--- config.mk ---
export PLATFORM = sky130hd
export DESIGN_NAME = game_referee
export DESIGN_NICKNAME = d
export VERILOG_FILES = /design/src/rtl/game_referee.sv
export SDC_FILE = /design/constraint.sdc
export NUM_CORES = 1
export LEC_CHECK = 0
export ABC_AREA = 0
export CAP_MARGIN = 10
export CORE_MARGIN = 2
export CORE_UTILIZATION = 43
export CTS_CLUSTER_DIAMETER = 40
export DETAILED_ROUTE_END_ITERATION = 6
export PLACE_DENSITY = 0.66
export SLEW_MARGIN = 20
export SYNTH_ARGS = -nofsm -noshare
export SYNTH_HDL_FRONTEND = slang
export SYNTH_SLANG_ARGS = --single-unit
--- constraint.sdc ---
create_clock -name clk -period 22.4 [get_ports clk]
set_clock_uncertainty 0.05 [all_clocks]
set_input_delay 4.48 -clock clk [delete_from_list [all_inputs] [get_ports clk]]
set_output_delay 4.48 -clock clk [all_outputs]
set_load 0.01 [all_outputs]
--- src/rtl/game_referee.sv ---
// Rule engine for the PAC-MAN top level: collisions, dot eating, power mode, lives,
// win/lose and a saturating BCD score fed by a one-add-per-clock award queue.
module game_referee #(
  parameter int          NUM_GHOSTS     = 4,
  parameter int          COORD_W        = 10,
  parameter int          TILE_SIZE      = 16,
  parameter int          SCORE_DIGITS   = 6,
  parameter int          LIVES          = 3,
  parameter int          POWER_TICKS    = 10,
  parameter int          DEATH_TICKS    = 4,
  parameter int          MAX_DOTS       = 300,
  parameter logic [15:0] DOT_PTS_BCD    = 16'h0010,
  parameter logic [15:0] BIGDOT_PTS_BCD = 16'h0050,
  parameter logic [15:0] GHOST_PTS_BCD  = 16'h0200,
  localparam int         LW             = $clog2(LIVES + 1),
  localparam int         DW             = $clog2(MAX_DOTS + 1)
) (
  input  logic                            clk,
  input  logic                            reset,
  input  logic                            tick,
  input  logic                            start,
  input  logic [COORD_W-1:0]              player_x,
  input  logic [COORD_W-1:0]              player_y,
  input  logic [NUM_GHOSTS*COORD_W-1:0]   ghost_x,
  input  logic [NUM_GHOSTS*COORD_W-1:0]   ghost_y,
  input  logic                            dot_hit,
  input  logic                            bigdot_hit,
  output logic [2:0]                      game_state,
  output logic                            dot_clear,
  output logic [NUM_GHOSTS-1:0]           ghost_respawn,
  output logic                            player_respawn,
  output logic [4*SCORE_DIGITS-1:0]       score_bcd,
  output logic [LW-1:0]                   lives,
  output logic [DW-1:0]                   dots_eaten,
  output logic                            busy,
  output logic                            tick_overrun
);

  typedef enum logic [2:0] {
    STANDBY  = 3'd0,
    PLAYING  = 3'd1,
    POWER    = 3'd2,
    DYING    = 3'd3,
    GAMEOVER = 3'd4,
    WIN      = 3'd5
  } state_t;

  localparam int PW  = $clog2(POWER_TICKS + 1);
  localparam int DTW = $clog2(DEATH_TICKS + 1);
  localparam int ND  = (SCORE_DIGITS > 4) ? SCORE_DIGITS : 4;
  localparam int AW  = 4 * ND;

  state_t                    state_q;
  logic                      startLatch_q;
  logic [LW-1:0]             lives_q;
  logic [DW-1:0]             dots_q;
  logic [PW-1:0]             powerCnt_q;
  logic [DTW-1:0]            deathCnt_q;
  logic [4*SCORE_DIGITS-1:0] score_q;
  logic                      pendDotV_q;
  logic [15:0]               pendAmt_q;
  logic [NUM_GHOSTS-1:0]     pendGhost_q;
  logic                      dotClear_q;
  logic [NUM_GHOSTS-1:0]     ghostResp_q;
  logic                      playerResp_q;
  logic                      overrun_q;

  logic [NUM_GHOSTS-1:0]     hits;
  logic [NUM_GHOSTS-1:0]     pendGhost_d;
  logic [15:0]               addAmt;
  logic [4*SCORE_DIGITS-1:0] score_d;
  logic                      winNow;

  // Unsigned absolute distance on each axis so positions near 0 and the top never wrap into a hit.
  always_comb begin
    hits = '0;
    for (int i = 0; i < NUM_GHOSTS; i++) begin
      logic [COORD_W-1:0] gx, gy, dx, dy;
      gx = ghost_x[i*COORD_W +: COORD_W];
      gy = ghost_y[i*COORD_W +: COORD_W];
      dx = (gx > player_x) ? gx - player_x : player_x - gx;
      dy = (gy > player_y) ? gy - player_y : player_y - gy;
      hits[i] = (dx < COORD_W'(TILE_SIZE)) && (dy < COORD_W'(TILE_SIZE));
    end
  end

  // The dot award drains first, then ghosts from the lowest index upward.
  always_comb begin
    logic found;
    found       = 1'b0;
    addAmt      = 16'h0000;
    pendGhost_d = pendGhost_q;
    if (pendDotV_q) begin
      addAmt = pendAmt_q;
    end else begin
      for (int i = 0; i < NUM_GHOSTS; i++) begin
        if (pendGhost_q[i] && !found) begin
          found          = 1'b1;
          pendGhost_d[i] = 1'b0;
          addAmt         = GHOST_PTS_BCD;
        end
      end
    end
  end

  // Decimal ripple add; any carry beyond the displayed digits pins the score at all nines.
  always_comb begin
    logic [AW-1:0] aExt, bExt, sumExt;
    logic [4:0]    dsum;
    logic          carry, ovf;
    aExt   = AW'(score_q);
    bExt   = AW'(addAmt);
    sumExt = '0;
    carry  = 1'b0;
    for (int i = 0; i < ND; i++) begin
      dsum = {1'b0, aExt[4*i +: 4]} + {1'b0, bExt[4*i +: 4]} + {4'b0000, carry};
      if (dsum > 5'd9) begin
        dsum  = dsum + 5'd6;
        carry = 1'b1;
      end else begin
        carry = 1'b0;
      end
      sumExt[4*i +: 4] = dsum[3:0];
    end
    ovf = carry;
    for (int i = SCORE_DIGITS; i < ND; i++) begin
      if (sumExt[4*i +: 4] != 4'h0) ovf = 1'b1;
    end
    score_d = ovf ? {SCORE_DIGITS{4'h9}} : sumExt[4*SCORE_DIGITS-1:0];
  end

  assign busy   = pendDotV_q | (|pendGhost_q);
  assign winNow = (dot_hit || bigdot_hit) && (dots_q + 1'b1 == DW'(MAX_DOTS));

  always_ff @(posedge clk) begin
    if (reset) begin
      state_q      <= STANDBY;
      startLatch_q <= 1'b0;
      lives_q      <= LW'(LIVES);
      dots_q       <= '0;
      powerCnt_q   <= '0;
      deathCnt_q   <= '0;
      score_q      <= '0;
      pendDotV_q   <= 1'b0;
      pendAmt_q    <= 16'h0000;
      pendGhost_q  <= '0;
      dotClear_q   <= 1'b0;
      ghostResp_q  <= '0;
      playerResp_q <= 1'b0;
      overrun_q    <= 1'b0;
    end else begin
      dotClear_q   <= 1'b0;
      ghostResp_q  <= '0;
      playerResp_q <= 1'b0;
      if (start) startLatch_q <= 1'b1;
      if (tick && busy) overrun_q <= 1'b1;

      if (busy) begin
        score_q <= score_d;
        if (pendDotV_q) pendDotV_q  <= 1'b0;
        else            pendGhost_q <= pendGhost_d;
      end else if (tick) begin
        case (state_q)
          STANDBY: begin
            if (startLatch_q) begin
              state_q      <= PLAYING;
              startLatch_q <= 1'b0;
            end
          end
          PLAYING, POWER: begin
            if (state_q == PLAYING && (|hits)) begin
              lives_q <= lives_q - 1'b1;
              if (lives_q == LW'(1)) begin
                state_q <= GAMEOVER;
              end else begin
                state_q      <= DYING;
                deathCnt_q   <= '0;
                playerResp_q <= 1'b1;
                ghostResp_q  <= '1;
              end
            end else begin
              if (state_q == POWER) begin
                ghostResp_q <= hits;
                pendGhost_q <= hits;
              end
              if (dot_hit || bigdot_hit) begin
                dotClear_q <= 1'b1;
                dots_q     <= dots_q + 1'b1;
                pendDotV_q <= 1'b1;
                pendAmt_q  <= dot_hit ? DOT_PTS_BCD : BIGDOT_PTS_BCD;
              end
              if (!dot_hit && bigdot_hit) begin
                state_q    <= POWER;
                powerCnt_q <= PW'(POWER_TICKS);
              end else if (state_q == POWER) begin
                powerCnt_q <= powerCnt_q - 1'b1;
                if (powerCnt_q == PW'(1)) state_q <= PLAYING;
              end
              if (winNow) state_q <= WIN;
            end
          end
          DYING: begin
            if (deathCnt_q == DTW'(DEATH_TICKS - 1)) begin
              state_q    <= PLAYING;
              deathCnt_q <= '0;
            end else begin
              deathCnt_q <= deathCnt_q + 1'b1;
            end
          end
          default: ;
        endcase
      end
    end
  end

  assign game_state     = state_q;
  assign dot_clear      = dotClear_q;
  assign ghost_respawn  = ghostResp_q;
  assign player_respawn = playerResp_q;
  assign score_bcd      = score_q;
  assign lives          = lives_q;
  assign dots_eaten     = dots_q;
  assign tick_overrun   = overrun_q;

endmodule

### Yosys cells after proc, flatten, opt, wreduce, memory -nomap -nowiden

Cells that the tools add are included.

* equal/unequal tests: 18
* order comparisons: 22
* multiplexer cells: 67
* add/sub/neg operators: 35
* bitwise gates (word level): 5
* reduce and logical (&&, ||, !) cells: 40

Operators with widths (count)
* 10-bit subtractor: 16
* 10-bit 2-to-1 mux: 9
* 10-bit > comparator: 8
* 10-bit by 5-bit < comparator with 1-bit output, second input constant: 8
* 4-bit 2-to-1 mux: 17
* 16-bit 2-to-1 mux: 4
* 3-bit 2-to-1 mux: 11
* 5-bit by 4-bit > comparator with 1-bit output, second input constant: 6
* 4-bit by 3-bit adder with 4-bit output, second input constant: 6
* 24-bit 2-to-1 mux: 1
* 1-bit 2-to-1 mux: 22
* 4-bit by 4-bit adder with 5-bit output: 4
* 5-bit AND reduction: 4
* 6-bit AND reduction: 3
* 5-bit by 1-bit adder with 5-bit output: 3
* 2-bit inequality test, second input constant: 6
* 4-bit OR reduction: 3
* 1-bit logical AND: 11
* 4-bit by 1-bit adder with 5-bit output: 2
* 5-bit inequality test, second input constant: 2
* 2-bit nonzero test: 5
* 5-bit OR reduction: 2
* 9-bit by 1-bit adder with 9-bit output, second input constant: 1
* 3-bit by 2-bit == test with 1-bit output, second input constant: 3
* 20 further kinds: 30

* flip-flop bits (word level): 74
* logic and storage cells: 204

### Longest topological paths before layout

Gate-level depths: netlist of the first run.

* word-level depth: 33
* depth in mapped cells: 41

### Worst setup path before layout of the first run

No wires, ideal clock.

* kind: input to register
* start: in player_x[4]
* end: reg ghostResp_q[3], in the netlist ghost_respawn[3]
* setup time: 76 ps
* stages: 15
* required time: 22274 ps
* setup slack: 14664 ps
* arrival: 7610 ps
* path buffers: 1
* path through: inv_1 -> ha_1 -> buf_4 -> nand3_1 -> or4_4 -> nor3b_1 -> a22oi_4 -> mux2i_1 -> xor2_1 -> nand4_1 -> nor4b_4 -> a21oi_2 -> a31o_4 -> or4_4 -> o21ai_0

* longest elaborated chain between the ends: 7
* elaborated cells on any way between the ends: 28

Ends and longest elaborated chain
* from (decl): RTL line 22 `input logic [COORD_W-1:0] player_x,`
* 10-bit subtractor or 10-bit > comparator (tied branches): RTL line 81 `dx = (gx > player_x) ? gx - player_x : player_x - gx;`
* 10-bit 2-to-1 mux: RTL line 81
* 10-bit by 5-bit < comparator with 1-bit output: RTL line 83 `hits[i] = (dx < COORD_W'(TILE_SIZE)) && (dy < COORD_W'(TILE_SIZE));`
* 1-bit logical AND: RTL line 83
* 4-bit OR reduction: RTL line 171 `if (state_q == PLAYING && (|hits)) begin`
* 1-bit logical AND: RTL line 171
* 4-bit 2-to-1 mux *: RTL line 171
* to (signal assigned): RTL line 183 `ghostResp_q <= hits;`
* to (decl): RTL line 64 `logic [NUM_GHOSTS-1:0] ghostResp_q;`

Mark *: on every way between the ends. The rest lies on a longest branch, timed or not.
A chain may end at the register's enable or synchronous reset.

### Worst setup path in the final report of the first run

* start: in player_x[4]
* end: reg dots_q[5], in the netlist dots_eaten[5]

* longest elaborated chain between the ends: 8
* elaborated cells on any way between the ends: 28

Ends and longest elaborated chain
* 10-bit subtractor or 10-bit > comparator (tied branches): RTL line 81
* 10-bit 2-to-1 mux: RTL line 81
* 10-bit by 5-bit < comparator with 1-bit output: RTL line 83
* 1-bit logical AND: RTL line 83
* 4-bit OR reduction *: RTL line 171
* 1-bit logical AND *: RTL line 171
* 1-bit NOT (no source line) *
* 5-bit AND reduction (no source line) *
* to (signal assigned): RTL line 188 `dots_q <= dots_q + 1'b1;`
* to (decl): RTL line 56 `logic [DW-1:0] dots_q;`

Marked as above.

==> flow_summary.ini, run 1 <==
[setup_path]
critical_path_arrival_ns = 9.24
critical_path_data_required_time_ns = 22.57
startpoint_type = primary input
timing.critical_path.slowest_stage_cell = sky130_fd_sc_hd__a21oi_2
crit-reg2reg-launch = score_bcd[1]
crit_type = primary input to flip-flop
r2r.worst_path.cells = 41
timing.critical_path.fanout_max = 18
startpoint = player_x[4]
internal_reg_to_reg_setup_slack_ns = 13.84
setup.worst_path.end = dots_eaten[5]
timing.critical_path.to_type = flip-flop
crit_chain = clkdlybuf4s50_1, inv_1, ha_1, nand3_1, or4_4, nor3b_1, a22oi_4, mux2i_1, xor2_1, nand4_1, nor4b_4, a21oi_2, a21oi_2, nor3_1, mux2_2
crit_path_largest_cell_delay_ns = 0.68
reg2reg_to = score_bcd[10]
cpMostUsedCell = sky130_fd_sc_hd__a21oi_2

[placement]
placed_wire_length_estimate_after_detailed_placement_microns = 22660
number_of_buffers_inserted_by_port_buffering = 151
gp_routability_congestion = 0.9855

[sta]
finalSetupViolCount = 0
final.min_clock_period_ns = 9.079
totalNegativeSetupSlack_ns = 0
grt_setup_unrepaired = false
min_period_over_period = 0.4053
tightestPinTransition_ns = 0.9066
slew_viol_final = 0
fmaxAchievable_mhz = 110.1
slew-limit-headroom = 0.3934
count_of_endpoints_failing_hold_in_the_final_timing_report = 0

[yosys]
post_synth_most_frequent_cells = sky130_fd_sc_hd__ha_1, sky130_fd_sc_hd__inv_1, sky130_fd_sc_hd__a21oi_1, sky130_fd_sc_hd__nand2_1, sky130_fd_sc_hd__nor2_1
synthesis.yosys.warnings = 0
syn-instance-count = 1275
synth_nets = 1558
post_synthesis_sequential_area_ratio = 0.1254
post-synth-top-area-fraction = 0.2286
post_synth_main_area_contributors = sky130_fd_sc_hd__ha_1, sky130_fd_sc_hd__dfxtp_1, sky130_fd_sc_hd__inv_1
synth_enable_flop_cells = 0
syn_avg_cell_area_sq_um = 7.513
async_flop_share = 0
synth.cell_area_sq_mm = 0.009579
synth_seq_cells = 60
synth_top_flop_cell = sky130_fd_sc_hd__dfxtp_1
post_synth_num_cell_types = 86
netlist.top_cell.by_area = sky130_fd_sc_hd__ha_1
synth_most_common_cell = sky130_fd_sc_hd__ha_1

[global_routing]
groute.usage.overall = 0.2310
globalRouteOverflowTotal = 0
grt_pass1_vias = 8806
grt_first_pass_wirelength_microns = 45220
number_of_antenna_violations_at_the_first_check_in_global_routing = 0
grt_start_max_net_pins = 49

[finish]
seq_area_sq_mm = 0.001201
antennaDiodeCount = 0
final_core_utilization = 0.5308
final_net_count = 1687
layout-drive-gt1-share = 0.04332
synthesis_to_finish_area_growth_pct = 20.94
area_occupied_by_multi_input_gates_sq_mm = 0.007681
filler_cell_count = 2081

[drt]
detail_route.wirelength_microns = 28240
dr.first_iter.drc_count = 756
via_count = 9703
drt_drc_violations_left = 0
drt-vias-per-instance = 5.748
post_drt_wl_per_cell_microns = 16.73
drt-pass1-iter-count = 5
antenna_left = 0

[cts]
cts_post_setup_buffers_inserted = 0
cts_tree = done
clock_tree.buffer_depth = 2
cts_hold_repair.buffers = 0
insertion_delay_ns = 0.33
clock_sinks = 60
post_cts_resized = 0
worst_setup_hold_path_clk_slew_ns = 0.05
htree_levels = 3
cts_inserted_buffers = 9
clock_tree.root_cell = sky130_fd_sc_hd__clkbuf_16

[floorplanning]
fp.dieArea_sq_mm = 0.02349
die_h_microns = 153.3
boundaryPins = 152
chipWidth_microns = 153.3
placeableCoreArea_sq_mm = 0.02182
floorplan.initialDensity = 0.4389
floorplan.rows = 54

[pwr]
internal_power_uw = 287.0
power_switching_share = 0.3651
clkPwrFrac = 0.300
p_leak_uw = 0.005348
total_power_uw = 452.0
power.density_cell_area_mw_per_mm2 = 39.02
sequentialPowerShare = 0.244
p_sw_uw = 165.0
vdd_drop_max_uv = 34.63
comb_power_share = 0.456

[min_path]
worstHoldPathType = flip-flop to flip-flop

[outcome]
result_of_the_run = complete, no violations

[job]
max_capacitance_violation_total = 0
[worst min-delay path by stage]
| stage | from | end | slack [ns] | cells past startpoint |
|---|---|---|---|---|
| floorplan | pendAmt_q[4] | pendAmt_q[4] | 0.38 | 2 |
| global placement | tick_overrun | tick_overrun | 0.40 | 2 |
| global route | pendAmt_q[4] | pendAmt_q[4] | 0.45 | 2 |
| detailed placement | pendAmt_q[4] | pendAmt_q[4] | 0.41 | 2 |
| CTS | pendAmt_q[4] | pendAmt_q[4] | 0.41 | 2 |
| finish | pendAmt_q[4] | pendAmt_q[4] | 0.41 | 2 |
[layout make-up]
| cell class | count | area share |
|---|---|---|
| clock buffers | 13 | 0.02160 |
| clock inverters | 2 | 0.003024 |
| inverters | 142 | 0.04601 |
| multi-input cells | 1037 | 0.6630 |
| flip-flops and latches | 60 | 0.1037 |
| well taps | 280 | 0.03024 |
| repair buffers | 154 | 0.1324 |
[routing by layer]
layer  GRT usage  share of wire  up-vias
met2      0.3712           0.44      367
met5           0              0        -
met3     0.04083          0.064       31
met4     0.03616          0.013        0
met1      0.3284           0.48     4442
li1            -              -     4863
[power by group through the flow]
stage / Clock [uW] / Combinational [uW] / Sequential (uW)
after floorplan: 0 / 139 / 113
after global placement: 0 / 201 / 112
after detailed placement: 0 / 201 / 113
after CTS: 138 / 203 / 110
after global routing: 143 / 226 / 111
final: 136 / 206 / 110
[registers in the layout, indices dropped and copies added (netlist names), 3 cells and up]
register / flops
powerCnt_q: 4
deathCnt_q: 3
ghost_respawn: 4
score_bcd: 24
dots_eaten: 9
pendGhost_q: 4
game_state: 3
[cell families after synthesis]
group,share of synthesized area
AO/OA/AOI/OAI,0.2734
XOR/XNOR,0.04297
adder cells (fa/ha/maj),0.2328
buffers and inverters,0.07275
flip-flops,0.1254
multiplexers,0.03030
AND/OR/NAND/NOR,0.2224
[worst max-delay path, delay by kind of cell]
kind,cells,cell delay [ns]
buf+inv,2,0.81
fa+ha+maj,1,0.47
simple gates,6,1.58
compound gates,3,1.01
mux,2,0.58
xor+xnor,1,0.28
[through the flow]
stage | cells | hold slack (ns) | setup WS (ns) | instance area, sq um
global placement | 1673 | 0.4001 | 13.12 | 11300
global route | 1688 | 0.4453 | 13.06 | 11580
finish | 1688 | 0.4108 | 13.32 | 11580
floorplan | 1275 | 0.3756 | 14.66 | 9579
CTS | 1688 | 0.4131 | 13.35 | 11580
detailed placement | 1673 | 0.4051 | 13.03 | 11300
[cell usage in the layout (no fill, tap or decap), types with 10 or more instances in the layout]
cell / count
sky130_fd_sc_hd__a22o_1: 10
sky130_fd_sc_hd__xnor2_1: 23
sky130_fd_sc_hd__a21oi_1: 96
sky130_fd_sc_hd__clkdlybuf4s50_1: 151
sky130_fd_sc_hd__nand3_1: 35
sky130_fd_sc_hd__nor4_1: 12
sky130_fd_sc_hd__nor2b_1: 32
sky130_fd_sc_hd__a21o_1: 25
sky130_fd_sc_hd__nor3_1: 39
sky130_fd_sc_hd__o21bai_1: 15
sky130_fd_sc_hd__o21ai_0: 64
sky130_fd_sc_hd__o211ai_1: 18
sky130_fd_sc_hd__nand3b_1: 10
sky130_fd_sc_hd__dfxtp_1: 60
sky130_fd_sc_hd__nor2_1: 87
sky130_fd_sc_hd__nand2_1: 88
sky130_fd_sc_hd__inv_1: 142
sky130_fd_sc_hd__a211oi_1: 16
sky130_fd_sc_hd__or2_2: 11
sky130_fd_sc_hd__xor2_1: 24
sky130_fd_sc_hd__ha_1: 175
sky130_fd_sc_hd__nand2b_1: 14
sky130_fd_sc_hd__and3_1: 14
sky130_fd_sc_hd__o21a_1: 19
sky130_fd_sc_hd__a31oi_1: 22
sky130_fd_sc_hd__nand4_1: 12
sky130_fd_sc_hd__mux2i_1: 23
Power figures use the tool's default switching activity.
==> run 2, diff against run 1 <==
--- a/config.mk
+++ b/config.mk
@@ -11,7 +11,7 @@
 export CORE_UTILIZATION = 43
 export CTS_CLUSTER_DIAMETER = 40
 export DETAILED_ROUTE_END_ITERATION = 6
-export PLACE_DENSITY = 0.66
+export PLACE_DENSITY = 0.69
 export SLEW_MARGIN = 20
 export SYNTH_ARGS = -nofsm -noshare
 export SYNTH_HDL_FRONTEND = slang
==> constraint.sdc (replaced) <==
create_clock -name clk -period 7.4 [get_ports clk]
set_clock_uncertainty 0.05 [all_clocks]
set_input_delay 1.48 -clock clk [delete_from_list [all_inputs] [get_ports clk]]
set_output_delay 1.48 -clock clk [all_outputs]
set_load 0.01 [all_outputs]
==> run 2 against run 1 <==
  * Design area up 1.8%
  * Die area unchanged
  * Utilization up 0.98 points
  * Largest cell class unchanged
  * Count of clock-buffer cells in the layout unchanged
==> flow_summary.ini, run 2 (synthesis gave the netlist of run 1 again) <==
[sta]
finalSetupViolCount = 0
tightestPinTransition_ns = 0.8904
totalNegativeSetupSlack_ns = 0
grt_setup_unrepaired = true
min_period_over_period = 0.9594
slew_viol_final = 0
final.min_clock_period_ns = 7.100
count_of_endpoints_failing_hold_in_the_final_timing_report = 0
slew-limit-headroom = 0.4042
fmaxAchievable_mhz = 140.8

[cts]
htree_levels = 3
insertion_delay_ns = 0.33
cts_tree = done
clock_sinks = 60
clock_tree.buffer_depth = 2
worst_setup_hold_path_clk_slew_ns = 0.05
clock_tree.root_cell = sky130_fd_sc_hd__clkbuf_16
cts_inserted_buffers = 9

[setup_path]
setup.worst_path.end = score_bcd[22]
timing.critical_path.fanout_max = 5
cpMostUsedCell = sky130_fd_sc_hd__inv_1
startpoint_type = flip-flop
timing.critical_path.slowest_stage_cell = sky130_fd_sc_hd__fa_1
critical_path_arrival_ns = 7.31
timing.critical_path.to_type = flip-flop
r2r.worst_path.cells = 41
crit-reg2reg-launch = score_bcd[1]
critical_path_data_required_time_ns = 7.61
startpoint = score_bcd[1]
crit_path_largest_cell_delay_ns = 0.50
reg2reg_to = score_bcd[22]
crit_type = flip-flop to flip-flop
internal_reg_to_reg_setup_slack_ns = 0.30

[floorplanning]
placeableCoreArea_sq_mm = 0.02182
die_h_microns = 153.3
chipWidth_microns = 153.3
boundaryPins = 152
fp.dieArea_sq_mm = 0.02349
floorplan.rows = 54
floorplan.initialDensity = 0.4389

[global_routing]
groute.usage.overall = 0.2219
grt_pass1_vias = 8952
grt_start_max_net_pins = 49
globalRouteOverflowTotal = 0
number_of_antenna_violations_at_the_first_check_in_global_routing = 0
grt_first_pass_wirelength_microns = 43850

[placement]
placed_wire_length_estimate_after_detailed_placement_microns = 21660
gp_routability_congestion = 0.9321
place.detailed.instances = 1681
number_of_buffers_inserted_by_port_buffering = 151

[drt]
drt_drc_violations_left = 0
via_count = 9714
dr.first_iter.drc_count = 535
post_drt_wl_per_cell_microns = 16.06
drt-vias-per-instance = 5.707
antenna_left = 0
detail_route.wirelength_microns = 27340
drt-pass1-iter-count = 5

[finish]
layout-drive-gt1-share = 0.06892
instances_no_fill = 1702
antennaDiodeCount = 0
synthesis_to_finish_area_growth_pct = 23.17
largest_reg_flops = 24
layout.cells.most_common = sky130_fd_sc_hd__ha_1
final_net_count = 1701
filler_cell_count = 2064
final_core_utilization = 0.5406
most_used_cells_in_the_layout_excluding_fill_and_tap_cells = sky130_fd_sc_hd__ha_1, sky130_fd_sc_hd__clkdlybuf4s50_1, sky130_fd_sc_hd__inv_1

[outcome]
result_of_the_run = complete, no violations

[min_path]
worstHoldPathType = flip-flop to flip-flop

[pwr]
vdd_drop_max_uv = 107.7
total_power_uw = 1329
p_leak_uw = 0.005415
power.density_cell_area_mw_per_mm2 = 112.7

[job]
max_capacitance_violation_total = 0
==> run 2: cell types whose count changed in the layout (fill, tap and decap cells not counted), moves of 4 or more <==
cell	change
sky130_fd_sc_hd__buf_4	+13
sky130_fd_sc_hd__ha_1	-6
sky130_fd_sc_hd__ha_2	+4
sky130_fd_sc_hd__o21ai_0	-4
==> run 2: layout make-up <==
class | count | area, sq um | share of cell area
clock buffers | 13 | 260.3 | 0.02206
clock inverters | 2 | 10.01 | 0.0008484
inverters | 142 | 533.0 | 0.04518
multi-input cells | 1037 | 7800 | 0.6611
flip-flops and latches | 60 | 1202 | 0.1019
well taps | 280 | 350.3 | 0.02969
repair buffers | 168 | 1643 | 0.1392
==> run 2: worst min path at each step <==
stage | startpoint | endpoint | slack [ns] | depth (start not counted)
final | pendAmt_q[4] | pendAmt_q[4] | 0.39 | 2
after global routing | pendAmt_q[4] | pendAmt_q[4] | 0.44 | 2
after CTS | pendAmt_q[4] | pendAmt_q[4] | 0.40 | 2
after detailed placement | pendAmt_q[4] | pendAmt_q[4] | 0.39 | 2
after global placement | pendAmt_q[4] | pendAmt_q[4] | 0.38 | 2
after floorplan | pendAmt_q[4] | pendAmt_q[4] | 0.38 | 2
==> run 2: routing by layer <==
metal,track usage,routed length [microns],vias to the layer above
met1,0.3104,13110,4489
met2,0.3678,12300,310
met3,0.02977,1570,33
met5,0,0,-
li1,-,-,4882
met4,0.03924,362,0
==> run 2: critical path, delay by kind of cell (launching register included) <==
| family | cells | cell delay, ns |
|---|---|---|
| fa+ha+maj | 11 | 2.93 |
| compound gates | 17 | 2.37 |
| buf+inv | 10 | 0.83 |
| simple gates | 3 | 0.52 |
| flops | 1 | 0.34 |
==> run 2: per-stage QoR <==
stage / worst slack (ns) / instance area, sq um / hold slack, ns
after global routing: -0.1242 / 11800 / 0.4366
final: 0.3002 / 11800 / 0.3941
after CTS: 0.004797 / 11670 / 0.3956
after floorplan: 0.04457 / 9579 / 0.3756
after detailed placement: -0.1504 / 11360 / 0.3894
after global placement: 0.1232 / 11360 / 0.3836
==> run 2: power by group <==
group          switching [uW]  leakage [uW]  internal (uW)
combinational             343       0.00479            273
sequential               5.83      0.000485            329
clock                     138      0.000135            241
==> run 2: timing repair <==
action | 4_1_cts | 5_1_grt
pin swaps | 1 | 8
cloned | 0 | 0
hold buffers | 0 | 0
setup buffers | 1 | 5
gates resized for setup | 10 | 23
endpoints found under the setup margin | 14 | 23
